File: config.mk
export PLATFORM = sky130hd
export DESIGN_NAME = rst_seq
export DESIGN_NICKNAME = d
export VERILOG_FILES = /design/src/rtl/rst_seq.sv
export SDC_FILE = /design/constraint.sdc
export NUM_CORES = 1
export LEC_CHECK = 0
export CORE_ASPECT_RATIO = 0.7
export CORE_MARGIN = 3
export CORE_UTILIZATION = 61
export CTS_BUF_LIST = sky130_fd_sc_hd__clkbuf_8
export DETAILED_ROUTE_END_ITERATION = 10
export PLACE_DENSITY = 0.82
export SLEW_MARGIN = 20
export SYNTH_ARGS = -nofsm -noshare
export SYNTH_HDL_FRONTEND = slang
export SYNTH_SLANG_ARGS = --single-unit
File: constraint.sdc
create_clock -name wb_clk_i -period 2.7 [get_ports wb_clk_i]
set_input_delay 0.405 -clock wb_clk_i [delete_from_list [all_inputs] [get_ports wb_clk_i]]
set_output_delay 0.405 -clock wb_clk_i [all_outputs]
set_load 0.1 [all_outputs]
File: src/rtl/rst_seq.sv
// Power-on reset sequencer: waits for stable clock locks, releases DDR2, waits for
// calibration, then releases the Wishbone fabric and each CPU core in staged order.
module rst_seq #(
    parameter int unsigned NUM_CORES          = 2,
    parameter int unsigned LOCK_STABLE_CYCLES = 1024,
    parameter int unsigned STAGE_DELAY        = 16,
    parameter int unsigned CALIB_TIMEOUT      = 65535
) (
    input  logic                 wb_clk_i,
    input  logic                 async_rst_n_i,
    input  logic                 pll_locked_i,
    input  logic                 dcm_locked_i,
    input  logic                 ddr2_calib_done_i,
    input  logic [NUM_CORES-1:0] core_hold_i,
    output logic                 ddr2_rst_o,
    output logic                 wb_rst_o,
    output logic [NUM_CORES-1:0] cpu_rst_o,
    output logic                 ready_o,
    output logic                 calib_timeout_o
);

    localparam int unsigned IdxW  = $clog2(NUM_CORES + 1);
    localparam int unsigned SyncW = NUM_CORES + 3;

    localparam logic [15:0]     LockTerm  = 16'(LOCK_STABLE_CYCLES - 1);
    localparam logic [15:0]     CalibTerm = 16'(CALIB_TIMEOUT - 1);
    localparam logic [15:0]     StageTerm = 16'(STAGE_DELAY - 1);
    localparam logic [IdxW-1:0] LastIdx   = IdxW'(NUM_CORES - 1);

    typedef enum logic [2:0] {
        StLockWait,
        StCalibWait,
        StWbRel,
        StCpuRel,
        StRun
    } state_e;

    state_e                 state_q, state_d;
    logic [15:0]            cnt_q, cnt_d;
    logic [IdxW-1:0]        idx_q, idx_d;
    logic [IdxW-1:0]        idx_inc;
    logic                   ddr2_rst_q, ddr2_rst_d;
    logic                   wb_rst_q, wb_rst_d;
    logic [NUM_CORES-1:0]   cpu_rst_q, cpu_rst_d;
    logic                   ready_q, ready_d;
    logic                   timeout_q, timeout_d;

    logic [1:0]             rst_sync_q;
    logic [SyncW-1:0]       meta_q, sync_q;
    logic [SyncW-1:0]       async_in;

    logic                   locks_ok;
    logic                   calib_ok;
    logic [NUM_CORES-1:0]   hold_s;

    assign async_in = {core_hold_i, ddr2_calib_done_i, dcm_locked_i, pll_locked_i};
    assign locks_ok = sync_q[0] & sync_q[1];
    assign calib_ok = sync_q[2];
    assign hold_s   = sync_q[SyncW-1:3];
    assign idx_inc  = idx_q + IdxW'(1);

    // FSM state only advances once the released reset has crossed two flops.
    always_ff @(posedge wb_clk_i or negedge async_rst_n_i) begin
        if (!async_rst_n_i) begin
            rst_sync_q <= '0;
            meta_q     <= '0;
            sync_q     <= '0;
            state_q    <= StLockWait;
            cnt_q      <= '0;
            idx_q      <= '0;
            ddr2_rst_q <= 1'b1;
            wb_rst_q   <= 1'b1;
            cpu_rst_q  <= '1;
            ready_q    <= 1'b0;
            timeout_q  <= 1'b0;
        end else begin
            rst_sync_q <= {rst_sync_q[0], 1'b1};
            meta_q     <= async_in;
            sync_q     <= meta_q;
            if (rst_sync_q[1]) begin
                state_q    <= state_d;
                cnt_q      <= cnt_d;
                idx_q      <= idx_d;
                ddr2_rst_q <= ddr2_rst_d;
                wb_rst_q   <= wb_rst_d;
                cpu_rst_q  <= cpu_rst_d;
                ready_q    <= ready_d;
                timeout_q  <= timeout_d;
            end
        end
    end

    always_comb begin
        state_d    = state_q;
        cnt_d      = cnt_q;
        idx_d      = idx_q;
        ddr2_rst_d = ddr2_rst_q;
        wb_rst_d   = wb_rst_q;
        cpu_rst_d  = cpu_rst_q;
        ready_d    = ready_q;
        timeout_d  = timeout_q;

        unique case (state_q)
            StLockWait: begin
                if (!locks_ok) begin
                    cnt_d = '0;
                end else if (cnt_q == LockTerm) begin
                    state_d    = StCalibWait;
                    cnt_d      = '0;
                    ddr2_rst_d = 1'b0;
                end else begin
                    cnt_d = cnt_q + 16'd1;
                end
            end
            StCalibWait: begin
                if (calib_ok) begin
                    state_d  = StWbRel;
                    cnt_d    = '0;
                    wb_rst_d = 1'b0;
                end else if (cnt_q == CalibTerm) begin
                    state_d    = StLockWait;
                    cnt_d      = '0;
                    ddr2_rst_d = 1'b1;
                    timeout_d  = 1'b1;
                end else begin
                    cnt_d = cnt_q + 16'd1;
                end
            end
            StWbRel: begin
                // Core 0 is handled on the same edge that enters the core stage.
                if (cnt_q == StageTerm) begin
                    state_d      = StCpuRel;
                    cnt_d        = '0;
                    idx_d        = '0;
                    cpu_rst_d[0] = hold_s[0];
                end else begin
                    cnt_d = cnt_q + 16'd1;
                end
            end
            StCpuRel: begin
                if (cnt_q == StageTerm) begin
                    cnt_d = '0;
                    if (idx_q == LastIdx) begin
                        state_d = StRun;
                        ready_d = 1'b1;
                    end else begin
                        idx_d = idx_inc;
                        for (int i = 0; i < int'(NUM_CORES); i++) begin
                            if (idx_inc == IdxW'(i)) begin
                                cpu_rst_d[i] = hold_s[i];
                            end
                        end
                    end
                end else begin
                    cnt_d = cnt_q + 16'd1;
                end
            end
            StRun: begin
                cnt_d     = '0;
                cpu_rst_d = hold_s;
            end
            default: begin
                state_d = StLockWait;
            end
        endcase

        // Losing either clock lock outranks every other transition.
        if ((state_q != StLockWait) && !locks_ok) begin
            state_d    = StLockWait;
            cnt_d      = '0;
            idx_d      = '0;
            ddr2_rst_d = 1'b1;
            wb_rst_d   = 1'b1;
            cpu_rst_d  = '1;
            ready_d    = 1'b0;
            timeout_d  = timeout_q;
        end
    end

    assign ddr2_rst_o      = ddr2_rst_q;
    assign wb_rst_o        = wb_rst_q;
    assign cpu_rst_o       = cpu_rst_q;
    assign ready_o         = ready_q;
    assign calib_timeout_o = timeout_q;

endmodule

==> results.md <==
- Outcome: finished, final reports clean
- Clk_lat worst skew: 0.29 ns
- Detail Route Antenna Nets: 0
- Final period util: 86.6%
- GPL Wtd Cong: about 0.95
- Worst-path clk slew: 0.08 ns
- Peak VDD IR: around 0.00041 V
- Gr usage total: 26.9%
- Maximum capacitance violations: 0
- Post-Place Worst Slack: 0.472 ns
- Crit path setup slack, layout: 0.361 ns
- Compound-cell area share of the yosys netlist: 21.5%
- Main combinational cell family by area after synthesis: simple AND/OR/NAND/NOR gates
- DRT Wirelength: between 4 and 5 mm
- Crit Path Class: reg -> reg
- CP required: 2.91 ns
- Area of the multi-input gates: 1010 sq um
- Number of distinct library cells after synthesis: 47
- Avg Cell Area, Syn: 9.70 sq um
- Simple-Gate Fraction of Synth Area: a little under a quarter
- Total chip power: just over 1 mW
- WP data arrival: 2.55 ns
- Drc violations: 0
- Yosys warns: 0
- Final net count: 239
- Share of layout cells above drive strength 1: 14.5%
- Final Cell Area: 2270 sq um
- Total die area: 4110 sq um
- Skew final: roughly 0.0088 ns
- Die width: 75.4 microns
- Fin crit period: 2.34 ns
- Post-Syn Instances: 212
- Final hold vios: 0
- Worst slew pin tran: 0.817 ns
- CTS Sinks: 39
- Flops & latches, synth: 39
- Reg2reg end: cnt_q[7]
- Vias: 1744
- Longest Clk Path Bufs: 2
- CP startpoint kind: register
- Hold WS: 0.207 ns
- Htree depth: 2
- Post-CTS Setup Bufs: 0
- Crit path capture type: register
- Initial core utilization: 68.5%
- CTS tree: built
- Worst r2r src: state_q[0]
- Power density cells: 457 nW/um^2
- Leak Pwr: ~0.99 nW
- Reg2Reg Setup Slack: 0.36 ns
- CTS buffer count: 5
- Fmax: 0.428 GHz
- Post-cts repair resize count: 0
- RSZ-0062 raised after global routing: no
- WL/cell: roughly 18 microns
- First-pass GRT wire length: 8.14 mm
- Input/output buffers: 12
- Crit path launch: state_q[0]
- Critical path fanouts, max: 14
- Initial antenna violation count: 0
- Register area share after synthesis: 47.7%
- Layout area overhead: 10.5%
- Setup TNS: 0 ns
- Pin count of the biggest net entering global routing: 40
- Register area: 981 sq um
- Synth Area in XOR/XNOR: 0%
- Detailed-placement wirelength estimate: 3.13 mm
- Cells after DPL: 256
- Hold WC Path Type: in -> async
- Initial drt markers: 306
- Syn_nets: 224
- Die height: between 50 and 60 microns
- Layout Cells excl Fill: 264
- Number of diodes: 0
- Vias in the first global route: 1668
- Ports: 13
- Mux contribution to synthesized area: 1.10%
- Adder-Cell Fraction of Synth Area: 3.04%
- Hold-fix buffers, CTS: 0
- Root buf cell: clkbuf_8
- Vias per cell: 6.61
- Synth Cell Area: 2060 sq um
- Core Util, Final: 75.6%
- R2R cell count: 6
- DP Area: 2180 sq um
- Max Slew Vio Count: 0
- Fillers: around 210
- Drt first pass iters: 6
- Max transition margin: 45.6%
- Core Box Area: 3000 sq um
- Total gr overflow: 0
- Final setup viols: 0
- Core Rows: 16
-- flip-flops by register name (all words and copies together), names as in the netlist --
| register | flops |
|---|---|
| cnt_q | 16 |
| meta_q | 5 |
| sync_q | 5 |
| state_q | 3 |
| cpu_rst_o | 2 |
| idx_q | 2 |
| rst_sync_q | 2 |
| calib_timeout_o | 1 |
| ddr2_rst_o | 1 |
| ready_o | 1 |
| wb_rst_o | 1 |
-- where the power goes --
part / internal (mW) / leakage, nW / switching [mW]
registers: 0.595 / 0.502 / 0.00887
clock network: 0.178 / 0.0493 / 0.201
logic: 0.0205 / 0.443 / 0.0343
total: 0.794 / 0.994 / 0.244
-- area by class of cell --
| type | instances | area share [%] |
|---|---|---|
| Clock buffer | 5 | 3.03 |
| Clock inverter | 3 | 0.771 |
| Multi-Input combinational cell | 159 | 44.3 |
| Sequential cell | 39 | 43.2 |
| Tap cell | 36 | 1.98 |
| Inverter | 6 | 0.992 |
| Timing Repair Buffer | 16 | 5.73 |
-- layout by cell type, fill, tap and decap left out, types with 2 or more instances in the layout --
| master | instances |
|---|---|
| dfrtp_1 | 35 |
| nand2_1 | 21 |
| nor2_1 | 19 |
| o21ai_0 | 16 |
| a21oi_1 | 11 |
| buf_4 | 10 |
| nand3_1 | 8 |
| a31oi_1 | 8 |
| inv_1 | 7 |
| nand4_1 | 6 |
| a22o_1 | 6 |
| nor4_1 | 5 |
| ha_1 | 5 |
| clkbuf_8 | 5 |
| clkdlybuf4s50_1 | 5 |
| and3_1 | 4 |
| nand3b_1 | 4 |
| a21o_1 | 4 |
| dfstp_2 | 4 |
| nand2b_1 | 3 |
| nor3_1 | 3 |
| a211oi_1 | 3 |
| and2_1 | 2 |
| nor3b_1 | 2 |
| nor2b_1 | 2 |
| mux2_2 | 2 |
| o21a_1 | 2 |
| a21o_2 | 2 |
| a41oi_1 | 2 |
| o31ai_1 | 2 |
-- Yosys cell counts, drive strengths merged --
| cell | count | area, sq um |
|---|---|---|
| a221o | 1 | 10.0 |
| a2bb2oi | 1 | 26.3 |
| nand3b | 4 | 30.0 |
| a22o | 6 | 52.6 |
| ha | 5 | 62.6 |
| o21ai | 17 | 85.1 |
| o211ai | 1 | 7.51 |
| buf | 3 | 27.5 |
| o22a | 1 | 8.76 |
| and4 | 1 | 8.76 |
| nor2 | 19 | 71.3 |
| o21a | 2 | 15.0 |
| nor4 | 6 | 52.6 |
| nor3b | 2 | 15.0 |
| a21oi | 12 | 63.8 |
| inv | 6 | 22.5 |
| clkbuf | 5 | 18.8 |
| dfstp | 4 | 105 |
| nor4bb | 1 | 10.0 |
| a41oi | 2 | 17.5 |
| a211oi | 4 | 35.0 |
| nand4 | 7 | 50.1 |
| nand2 | 21 | 78.8 |
| and3 | 4 | 25.0 |
| or2b | 1 | 7.51 |
| a31oi | 8 | 50.1 |
| and2 | 2 | 12.5 |
| or3 | 1 | 6.26 |
| nor3 | 4 | 25.0 |
| mux2 | 2 | 22.5 |
| o31ai | 2 | 15.0 |
| nor2b | 2 | 12.5 |
| o2bb2ai | 1 | 8.76 |
| conb | 1 | 3.75 |
| nand2b | 3 | 18.8 |
| nand3 | 9 | 50.1 |
| a21o | 6 | 47.6 |
| dfrtp | 35 | 876 |
-- cells by family (layout without fill, tap and decap cells) --
logic type,after synthesis,after routing
compound gates,64,64
simple gates,87,87
flops,39,39
buf+inv,14,30
mux,2,2
other cells,1,1
fa+ha+maj,5,5
-- layer usage --
layer	wire length [microns]	global-route usage, %
met4	97	8.72
met3	430	8.07
met1	2150	39.3
met2	1950	38.3
met5	0	0
-- worst max path at each step --
| stage | end | slack, ns | cells past startpoint |
|---|---|---|---|
| 4_1_cts | cnt_q[14] | 0.43 | 9 |
| 6_report | cnt_q[7] | 0.36 | 6 |
| 3_5_place_dp | cnt_q[14] | 0.47 | 9 |
| 3_3_place_gp | cnt_q[7] | 0.55 | 6 |
| 2_1_floorplan | cnt_q[11] | 0.69 | 9 |
| 5_1_grt | cnt_q[7] | 0.21 | 6 |
-- worst max-delay path, stage by stage (launching register included) --
cell and delay (ns):
dfrtp_1 0.54, nor3_2 0.46, nand2b_1 0.17, nand2_1 0.17
a21oi_2 0.46, or2b_1 0.27, a31oi_1 0.19
Note: power is estimated with default switching activity, not from simulation.
